`src/rtl/axi_lite_master_if.sv`:
```
// axi_lite_master_if: AXI-Lite bus between the initiator and a CSR slave.
interface axi_lite_master_if #(
    parameter int ADDR_W = 4,
    parameter int DATA_W = 32,
    parameter int STRB_W = DATA_W / 8
);
    logic [ADDR_W-1:0] awaddr;
    logic              awvalid;
    logic              awready;
    logic [DATA_W-1:0] wdata;
    logic [STRB_W-1:0] wstrb;
    logic              wvalid;
    logic              wready;
    logic [1:0]        bresp;
    logic              bvalid;
    logic              bready;
    logic [ADDR_W-1:0] araddr;
    logic              arvalid;
    logic              arready;
    logic [DATA_W-1:0] rdata;
    logic [1:0]        rresp;
    logic              rvalid;
    logic              rready;

    modport master (
        output awaddr, awvalid, wdata, wstrb, wvalid, bready, araddr, arvalid, rready,
        input  awready, wready, bresp, bvalid, arready, rdata, rresp, rvalid
    );

    modport slave (
        input  awaddr, awvalid, wdata, wstrb, wvalid, bready, araddr, arvalid, rready,
        output awready, wready, bresp, bvalid, arready, rdata, rresp, rvalid
    );
endinterface

```
`src/rtl/axi_lite_master.sv`:
```
// axi_lite_master: turns single register commands into AXI-Lite transactions,
// one outstanding at a time, with a per-transaction timeout.
module axi_lite_master #(
    parameter int ADDR_W      = 4,
    parameter int DATA_W      = 32,
    parameter int STRB_W      = DATA_W / 8,
    parameter int TXN_TIMEOUT = 50
) (
    input  logic                clk,
    input  logic                arst_n,
    input  logic                cmd_valid,
    output logic                cmd_ready,
    input  logic                cmd_write,
    input  logic [ADDR_W-1:0]   cmd_addr,
    input  logic [DATA_W-1:0]   cmd_wdata,
    input  logic [STRB_W-1:0]   cmd_wstrb,
    output logic                rsp_valid,
    input  logic                rsp_ready,
    output logic [DATA_W-1:0]   rsp_rdata,
    output logic [1:0]          rsp_resp,
    output logic                rsp_timeout,
    axi_lite_master_if.master   axi
);
    localparam int TW = $clog2(TXN_TIMEOUT + 1);

    typedef enum logic [2:0] {IDLE, WR_AW_W, WR_B, RD_AR, RD_R, RSP} state_t;

    state_t            state, state_nxt;
    logic [TW-1:0]     timer, timer_nxt;
    logic [ADDR_W-1:0] awaddr_q, awaddr_nxt, araddr_q, araddr_nxt;
    logic [DATA_W-1:0] wdata_q, wdata_nxt, rsp_rdata_nxt;
    logic [STRB_W-1:0] wstrb_q, wstrb_nxt;
    logic              awvalid_q, awvalid_nxt, wvalid_q, wvalid_nxt, arvalid_q, arvalid_nxt;
    logic              rsp_valid_nxt, rsp_timeout_nxt;
    logic [1:0]        rsp_resp_nxt;
    logic              aw_hs, w_hs, expire, abort;

    assign cmd_ready   = state == IDLE;
    assign axi.bready  = state == IDLE || state == WR_B;
    assign axi.rready  = state == IDLE || state == RD_R;
    assign axi.awaddr  = awaddr_q;
    assign axi.awvalid = awvalid_q;
    assign axi.wdata   = wdata_q;
    assign axi.wstrb   = wstrb_q;
    assign axi.wvalid  = wvalid_q;
    assign axi.araddr  = araddr_q;
    assign axi.arvalid = arvalid_q;

    assign aw_hs  = awvalid_q && axi.awready;
    assign w_hs   = wvalid_q && axi.wready;
    assign expire = timer == TW'(TXN_TIMEOUT - 1);

    always_comb begin
        state_nxt       = state;
        timer_nxt       = timer;
        awaddr_nxt      = awaddr_q;
        wdata_nxt       = wdata_q;
        wstrb_nxt       = wstrb_q;
        araddr_nxt      = araddr_q;
        awvalid_nxt     = awvalid_q;
        wvalid_nxt      = wvalid_q;
        arvalid_nxt     = arvalid_q;
        rsp_valid_nxt   = rsp_valid;
        rsp_rdata_nxt   = rsp_rdata;
        rsp_resp_nxt    = rsp_resp;
        rsp_timeout_nxt = rsp_timeout;
        abort           = 1'b0;
        case (state)
            IDLE: if (cmd_valid) begin
                timer_nxt = '0;
                if (cmd_write) begin
                    awaddr_nxt  = cmd_addr;
                    wdata_nxt   = cmd_wdata;
                    wstrb_nxt   = cmd_wstrb;
                    awvalid_nxt = 1'b1;
                    wvalid_nxt  = 1'b1;
                    state_nxt   = WR_AW_W;
                end else begin
                    araddr_nxt  = cmd_addr;
                    arvalid_nxt = 1'b1;
                    state_nxt   = RD_AR;
                end
            end
            WR_AW_W: begin
                timer_nxt   = timer + 1'b1;
                awvalid_nxt = awvalid_q && !aw_hs;
                wvalid_nxt  = wvalid_q && !w_hs;
                // a channel whose valid is already low completed earlier
                if (!awvalid_nxt && !wvalid_nxt) state_nxt = WR_B;
                else abort = expire;
            end
            WR_B: begin
                timer_nxt = timer + 1'b1;
                if (axi.bvalid) begin
                    rsp_resp_nxt    = axi.bresp;
                    rsp_rdata_nxt   = '0;
                    rsp_timeout_nxt = 1'b0;
                    rsp_valid_nxt   = 1'b1;
                    state_nxt       = RSP;
                end else abort = expire;
            end
            RD_AR: begin
                timer_nxt = timer + 1'b1;
                if (arvalid_q && axi.arready) begin
                    arvalid_nxt = 1'b0;
                    state_nxt   = RD_R;
                end else abort = expire;
            end
            RD_R: begin
                timer_nxt = timer + 1'b1;
                if (axi.rvalid) begin
                    rsp_resp_nxt    = axi.rresp;
                    rsp_rdata_nxt   = axi.rdata;
                    rsp_timeout_nxt = 1'b0;
                    rsp_valid_nxt   = 1'b1;
                    state_nxt       = RSP;
                end else abort = expire;
            end
            RSP: if (rsp_ready) begin
                rsp_valid_nxt = 1'b0;
                state_nxt     = IDLE;
            end
            default: state_nxt = IDLE;
        endcase
        if (abort) begin
            awvalid_nxt     = 1'b0;
            wvalid_nxt      = 1'b0;
            arvalid_nxt     = 1'b0;
            rsp_resp_nxt    = 2'b10;
            rsp_rdata_nxt   = '0;
            rsp_timeout_nxt = 1'b1;
            rsp_valid_nxt   = 1'b1;
            state_nxt       = RSP;
        end
    end

    always_ff @(posedge clk or negedge arst_n) begin
        if (!arst_n) begin
            state       <= IDLE;
            timer       <= '0;
            awaddr_q    <= '0;
            wdata_q     <= '0;
            wstrb_q     <= '0;
            araddr_q    <= '0;
            awvalid_q   <= 1'b0;
            wvalid_q    <= 1'b0;
            arvalid_q   <= 1'b0;
            rsp_valid   <= 1'b0;
            rsp_rdata   <= '0;
            rsp_resp    <= '0;
            rsp_timeout <= 1'b0;
        end else begin
            state       <= state_nxt;
            timer       <= timer_nxt;
            awaddr_q    <= awaddr_nxt;
            wdata_q     <= wdata_nxt;
            wstrb_q     <= wstrb_nxt;
            araddr_q    <= araddr_nxt;
            awvalid_q   <= awvalid_nxt;
            wvalid_q    <= wvalid_nxt;
            arvalid_q   <= arvalid_nxt;
            rsp_valid   <= rsp_valid_nxt;
            rsp_rdata   <= rsp_rdata_nxt;
            rsp_resp    <= rsp_resp_nxt;
            rsp_timeout <= rsp_timeout_nxt;
        end
    end
endmodule
```
`src/flat_wrapper.sv`:
```
// flat-port wrapper written by rule: the top's interface ports become plain ports
module axi_lite_master_flat 
#(
    parameter int ADDR_W      = 4,
    parameter int DATA_W      = 32,
    parameter int STRB_W      = DATA_W / 8,
    parameter int TXN_TIMEOUT = 50
)
  (clk, arst_n, cmd_valid, cmd_ready, cmd_write, cmd_addr, cmd_wdata, cmd_wstrb, rsp_valid, rsp_ready, rsp_rdata, rsp_resp, rsp_timeout, axi_awaddr, axi_awvalid, axi_wdata, axi_wstrb, axi_wvalid, axi_bready, axi_araddr, axi_arvalid, axi_rready, axi_awready, axi_wready, axi_bresp, axi_bvalid, axi_arready, axi_rdata, axi_rresp, axi_rvalid);
  axi_lite_master_if #(.ADDR_W(ADDR_W), .DATA_W(DATA_W), .STRB_W(STRB_W)) axi_i ();
  input  logic clk;
  input  logic arst_n;
  input  logic cmd_valid;
  output logic cmd_ready;
  input  logic cmd_write;
  input  logic [ADDR_W-1:0] cmd_addr;
  input  logic [DATA_W-1:0] cmd_wdata;
  input  logic [STRB_W-1:0] cmd_wstrb;
  output logic rsp_valid;
  input  logic rsp_ready;
  output logic [DATA_W-1:0] rsp_rdata;
  output logic [1:0] rsp_resp;
  output logic rsp_timeout;
  output wire logic [$bits(axi_i.awaddr)-1:0] axi_awaddr;
  output wire logic [$bits(axi_i.awvalid)-1:0] axi_awvalid;
  output wire logic [$bits(axi_i.wdata)-1:0] axi_wdata;
  output wire logic [$bits(axi_i.wstrb)-1:0] axi_wstrb;
  output wire logic [$bits(axi_i.wvalid)-1:0] axi_wvalid;
  output wire logic [$bits(axi_i.bready)-1:0] axi_bready;
  output wire logic [$bits(axi_i.araddr)-1:0] axi_araddr;
  output wire logic [$bits(axi_i.arvalid)-1:0] axi_arvalid;
  output wire logic [$bits(axi_i.rready)-1:0] axi_rready;
  input wire logic [$bits(axi_i.awready)-1:0] axi_awready;
  input wire logic [$bits(axi_i.wready)-1:0] axi_wready;
  input wire logic [$bits(axi_i.bresp)-1:0] axi_bresp;
  input wire logic [$bits(axi_i.bvalid)-1:0] axi_bvalid;
  input wire logic [$bits(axi_i.arready)-1:0] axi_arready;
  input wire logic [$bits(axi_i.rdata)-1:0] axi_rdata;
  input wire logic [$bits(axi_i.rresp)-1:0] axi_rresp;
  input wire logic [$bits(axi_i.rvalid)-1:0] axi_rvalid;
  assign axi_awaddr = axi_i.awaddr;
  assign axi_awvalid = axi_i.awvalid;
  assign axi_wdata = axi_i.wdata;
  assign axi_wstrb = axi_i.wstrb;
  assign axi_wvalid = axi_i.wvalid;
  assign axi_bready = axi_i.bready;
  assign axi_araddr = axi_i.araddr;
  assign axi_arvalid = axi_i.arvalid;
  assign axi_rready = axi_i.rready;
  assign axi_i.awready = axi_awready;
  assign axi_i.wready = axi_wready;
  assign axi_i.bresp = axi_bresp;
  assign axi_i.bvalid = axi_bvalid;
  assign axi_i.arready = axi_arready;
  assign axi_i.rdata = axi_rdata;
  assign axi_i.rresp = axi_rresp;
  assign axi_i.rvalid = axi_rvalid;
  axi_lite_master #(.ADDR_W(ADDR_W), .DATA_W(DATA_W), .STRB_W(STRB_W), .TXN_TIMEOUT(TXN_TIMEOUT)) u_core (.clk(clk), .arst_n(arst_n), .cmd_valid(cmd_valid), .cmd_ready(cmd_ready), .cmd_write(cmd_write), .cmd_addr(cmd_addr), .cmd_wdata(cmd_wdata), .cmd_wstrb(cmd_wstrb), .rsp_valid(rsp_valid), .rsp_ready(rsp_ready), .rsp_rdata(rsp_rdata), .rsp_resp(rsp_resp), .rsp_timeout(rsp_timeout), .axi(axi_i));
endmodule
```
`config.mk`:
```
export PLATFORM = sky130hd
export DESIGN_NAME = axi_lite_master_flat
export DESIGN_NICKNAME = d
export VERILOG_FILES = /design/src/rtl/axi_lite_master_if.sv /design/src/rtl/axi_lite_master.sv /design/src/flat_wrapper.sv
export SDC_FILE = /design/constraint.sdc
export NUM_CORES = 1
export LEC_CHECK = 0
export ABC_AREA = 1
export BUFFER_PORTS_ARGS = -buffer_cell sky130_fd_sc_hd__buf_2
export CORE_MARGIN = 8
export CORE_UTILIZATION = 43
export CTS_CLUSTER_SIZE = 14
export DETAILED_ROUTE_END_ITERATION = 8
export PLACE_DENSITY = 0.77
export SYNTH_ARGS = -nofsm -noshare
export SYNTH_HDL_FRONTEND = slang
export SYNTH_SLANG_ARGS = --single-unit
export TNS_END_PERCENT = 50
```
`constraint.sdc`:
```
create_clock -name clk -period 1.48 [get_ports clk]
set_input_delay 0.074 -clock clk [delete_from_list [all_inputs] [get_ports clk]]
set_output_delay 0.074 -clock clk [all_outputs]
set_load 0.01 [all_outputs]
```
; Word-level counts from Yosys, hierarchy flattened
; Index checks and enable logic that the tools add are counted.
[word_totals]
reg_bits = 92
in_bits = 86
[classes]
n_addsub = 1
n_eq_ne = 15
n_mux = 44
n_bitwise = 1
reduce_logical = 27
[ops]
columns = cell, count
row1 = two-way mux 32 bit, 3
row2 = case mux 32 bit (2 select lines), 1
row3 = two-way mux 3 bit, 7
row4 = two-way mux 1 bit, 19
row5 = case mux 3 bit (6 select lines), 1
row6 = inequality test 3 x 2 -> 1 bit (second input constant), 5
row7 = case mux 6 bit (2 select lines), 1
row8 = AND reduction 3 bit, 4
row9 = inequality test 3 x 1 -> 1 bit (second input constant), 3
row10 = nonzero test 3 bit, 3
row11 = two-way mux 2 bit, 4
row12 = case mux 1 bit (2 select lines), 4
row13 = AND reduction 4 bit, 2
row14 = adder 6 x 1 -> 6 bit (second input constant), 1
row15 = equality test 3 x 2 -> 1 bit (second input constant), 2
row16 = equality test 3 bit (second input constant), 2
row17 = equality test 6 bit (second input constant), 1
row18 = logical AND 1 bit, 6
row19 = two-way mux 6 bit, 1
row20 = AND reduction 6 bit, 1
row21 = zero test 1 bit, 4
row22 = case mux 1 bit (4 select lines), 1
row23 = case mux 2 bit (2 select lines), 1
row24 = nonzero test 4 bit, 1
row25 = other kinds (9), 10

; Longest topological paths before layout
[logic_depth]
word_depth = 9
depth_mapped = 12

; Worst setup path after synthesis
; OpenSTA, ideal clock, no wires.
[synth_timing]
path_type = reg2reg
start = reg u_core.state[1]
end = reg u_core.wdata_q[12] (netlist: u_core.axi.wdata[12])
arrival_time_ns = 1.480
setup_slack_ns = -0.125
path_stages_with_launch = 7
n_path_buf = 2
synth_period_minus_slack_ns = 1.605
path_cell_list = dfrtp_1 > buf_2 > nor2_4 > nand2_1 > nor3_2 > buf_4 > mux2_2
[synth_between]
elab_chain_cells = 2
[synth_rtl]
columns = item, line
row1 = start: declaration, axi_lite_master.sv:28  ; state_t state, state_nxt;
row2 = start signal: assignment, axi_lite_master.sv:153  ; state <= state_nxt;
row3 = zero test 3 bit, axi_lite_master.sv:68  ; case (state)
row4 = AND reduction 3 bit (no line), n/a
row5 = end signal: assignment, axi_lite_master.sv:156  ; wdata_q <= wdata_nxt;
row6 = end: declaration, axi_lite_master.sv:31  ; logic [DATA_W-1:0] wdata_q, wdata_nxt, rsp_rdata_nxt;
; Every way passes these cells.
; A chain may end at the register's enable or synchronous reset.

; Final worst setup path
[layout_timing]
start = reg u_core.state[0]
end = reg u_core.rsp_rdata[30]
[layout_between]
elab_chain_cells = 4
elab_cells_between_ends = 11
[layout_rtl]
columns = item, line
row1 = equality test 3 bit (tied with other cells), axi_lite_master.sv:68
row2 = case mux 1 bit (4 select lines), axi_lite_master.sv:68
row3 = inequality test 3 x 2 -> 1 bit (no line) / nonzero test 3 bit (equally long branches), n/a
row4 = AND reduction 3 bit (no line), n/a
row5 = end signal: assignment, axi_lite_master.sv:163  ; rsp_rdata <= rsp_rdata_nxt;
row6 = end: declaration, axi_lite_master.sv:19  ; output logic [DATA_W-1:0] rsp_rdata,
; Parallel ways exist; a longest one is shown, timed or not.

==> metrics.txt <==
status finished with violations; violated checks setup timing; Relative slew margins 66.38%; maximum fanout along the worst path 7; first-pass iteration count of the detailed router 5; number of synthesized flops with an enable pin 0; clock latency on the worst-skew pair 0.36 ns; max-cap check violation count 0; number of levels in the clock H-tree 3; kind of end point of the critical path flip-flop; Synth cell types 26; final setup margin -0.2947 ns; average routed wire per standard cell 20.19 um; dominant combinational cell family by area after synthesis simple AND/OR/NAND/NOR gates; fraction of the mapped netlist area in adder cells 0.6317%; crit share post-route 119.9%; Cells after Synth 392; largest net degree at the start of global routing 93; worst vdd ir 0.9942 mV; proportion of synthesized chip area in sequential cells 58.12%; root buffer cell sky130_fd_sc_hd__clkbuf_8; reported leakage power 3.648 nW; total wire length 16.32 mm; DRC Markers 0; vias per cell 5.250; maximum clock rate 0.5635 GHz; number of filler cells placed in the layout 491; area added between synthesis and finish 82.66%; Yosys top cell by area sky130_fd_sc_hd__dfrtp_1; most used flip-flop cell after synthesis sky130_fd_sc_hd__dfrtp_1; share of Yosys cell area claimed by the top area cell type 58.12%; number of buffers created by CTS 9; I/O pin cnt 172; Syn Area/Cell 10.11 um2; complex-gate fraction of the synthesized area 6.286%; register clock-pin slew on the reported worst setup and hold paths 0.10 ns; TritonCTS Sinks 92; maximum number of buffers from clock root to sink 2; Worst Path Arrival 2.04 ns; shortest clock period the worst path allows after layout 1.775 ns; netlist area before placement 3961 um2; dominant cells by area after synthesis sky130_fd_sc_hd__dfrtp_1, sky130_fd_sc_hd__nand2_1, sky130_fd_sc_hd__mux2_2, sky130_fd_sc_hd__nand3_1, sky130_fd_sc_hd__a21oi_1; routability cong. 0.8063; row count 35; area inside the core boundary 9109 um2; number of buffer cells added on primary ports 171; antenna violations before repair 1; most frequent cell after synthesis sky130_fd_sc_hd__nand2_1; post-synthesis async set-or-reset flop share 100.0%; Least-Margin Pin Slew 0.5042 ns; wire length of the first global-routing pass 22.89 mm; total die area 12540 um2; FF-to-FF setup slack -0.29 ns; most frequent cells after synthesis sky130_fd_sc_hd__nand2_1, sky130_fd_sc_hd__dfrtp_1, sky130_fd_sc_hd__nand3_1; drt first-iter violations 329; number of nets with antenna violations after detailed routing 0; Tightest Hold Check Type in -> reg; Synth warnings 0; floorplan die width 112.0 um; final number of max-transition violations 0; setup repair after global routing missed its margin yes; final-stage net count 779; clock tree from TritonCTS done; share of cell area taken by muxes after synthesis 11.37%; proportion of layout cells with a drive suffix above 1 56.47%; Worst Skew 0.01349 ns; GRT Residual Overflow 0; element type at the critical path start flip-flop; net count after synthesis 480; flip-flop and latch count after synthesis 92; vias in the first global route 4478; final count of negative-setup-slack endpoints 94; DIE HEIGHT 112.0 um; Crit path required time 1.75 ns; Worst Setup Slack post-DPL -0.1609 ns; dpl hpwl 7.976 mm; hold violation total from the final report 0; initial core utilization 43.49%; post-synthesis share of cell area spent on xor and xnor gates 0.8844%; total power 14.39 mW; power per unit of standard cell area 1989 nW/um2; critical path start-end classification reg -> reg; vias after detailed routing 4242; share of synthesized cell area in and, or, nand and nor gates 17.75%; all-layer global routing usage 22.61%
[sequential cells by signal, indices dropped and copies added, names as in the netlist, 2 cells and up]
name,flops
u_core.axi.wdata,32
u_core.rsp_rdata,32
u_core.timer,6
u_core.axi.araddr,4
u_core.axi.awaddr,4
u_core.axi.wstrb,4
u_core.state,3
u_core.rsp_resp,2
[placed cells by master (no fill, tap or decap), types with 20 or more instances in the layout]
| cell type | count |
|---|---|
| sky130_fd_sc_hd__nand2_2 | 20 |
| sky130_fd_sc_hd__nand3_1 | 20 |
| sky130_fd_sc_hd__nand2_4 | 25 |
| sky130_fd_sc_hd__a21oi_2 | 23 |
| sky130_fd_sc_hd__nand2_1 | 59 |
| sky130_fd_sc_hd__dlygate4sd3_1 | 73 |
| sky130_fd_sc_hd__mux2_4 | 39 |
| sky130_fd_sc_hd__buf_4 | 30 |
| sky130_fd_sc_hd__buf_2 | 169 |
| sky130_fd_sc_hd__dfrtp_1 | 90 |
[cell families after synthesis]
family	count (synthesis)
buffers and inverters	43
and+or+nand+nor	163
adders and majority gates	2
AOI/OAI and AO/OA	48
DFF	92
xor gates and xnor gates	4
muxes	40
[cell type report]
cell class / instances / area (um2) / area share [%]
clock inverters: 5 / 43.79 / 0.6052
well taps: 111 / 138.9 / 1.919
multi-input cells: 257 / 2051 / 28.34
diodes: 1 / 2.502 / 0.03458
inverters: 24 / 107.6 / 1.487
repair buffers: 307 / 2446 / 33.81
clock buffers: 11 / 141.4 / 1.954
flip-flops and latches: 92 / 2305 / 31.85
[worst max-delay path, stage by stage, from the launching register on]
cell and delay [ns]:
sky130_fd_sc_hd__dfrtp_2 0.45, sky130_fd_sc_hd__buf_6 0.13, sky130_fd_sc_hd__buf_6 0.12, sky130_fd_sc_hd__nor2_4 0.13, sky130_fd_sc_hd__nand3b_1 0.10, sky130_fd_sc_hd__nand2_2 0.16, sky130_fd_sc_hd__nor2_4 0.06, sky130_fd_sc_hd__clkinv_4 0.11
sky130_fd_sc_hd__clkbuf_16 0.18, sky130_fd_sc_hd__nand2_1 0.06, sky130_fd_sc_hd__a21oi_1 0.19
[worst paths after layout]
check | from | cells past startpoint | to
max | u_core.state[0]$_DFFE_PN0P_ | 10 | u_core.rsp_rdata[30]$_DFFE_PN0P_
min | axi_rresp[0] | 7 | u_core.rsp_resp[0]$_DFFE_PN0P_
max reg2reg | u_core.state[0]$_DFFE_PN0P_ | 10 | u_core.rsp_rdata[30]$_DFFE_PN0P_
min reg2reg | u_core.rsp_valid$_DFFE_PN0P_ | 2 | u_core.rsp_valid$_DFFE_PN0P_
max in group asynchronous | arst_n | 3 | u_core.state[1]$_DFFE_PN0P_
min in group asynchronous | arst_n | 3 | u_core.rsp_rdata[13]$_DFFE_PN0P_
[metal layers]
layer	track usage, %	part of all wire [%]
met4	10.43	4.4
met5	0	0
met3	7.035	7.1
met2	39.66	51
met1	24.46	38
[through the flow]
| step | hold WS, ns | util, % | area, um2 | std cells | TNS (ns) |
|---|---|---|---|---|---|
| after floorplan | -0.2216 | - | 3970 | 392 | -3.844 |
| after global placement | 0.1554 | 56.83 | 5176 | 687 | -5.340 |
| after detailed placement | 0.1618 | 56.83 | 5176 | 687 | -10.09 |
| after CTS | 0.07595 | 72.27 | 6583 | 797 | -12.17 |
| after global routing | 0.09971 | 79.44 | 7236 | 808 | -22.75 |
| final | 0.08990 | 79.44 | 7236 | 808 | -17.55 |
[report_power, final]
part	leakage (nW)	switching, mW	internal (mW)
clock	0.0885	0.960	0.683
sequential	1.14	0.833	3.63
combinational	2.41	4.10	4.18
total	3.65	5.89	8.50
[what timing repair did]
action | 4_1_cts | 5_1_grt
resized for setup | 58 | 140
setup endpoints to repair | 88 | 94
cloned | 8 | 4
hold buffers | 73 | 0
setup buffers | 14 | 8
hold endpoints to repair | 168 | 0
pin swaps | 7 | 23
Note: power is estimated with default switching activity, not from simulation.
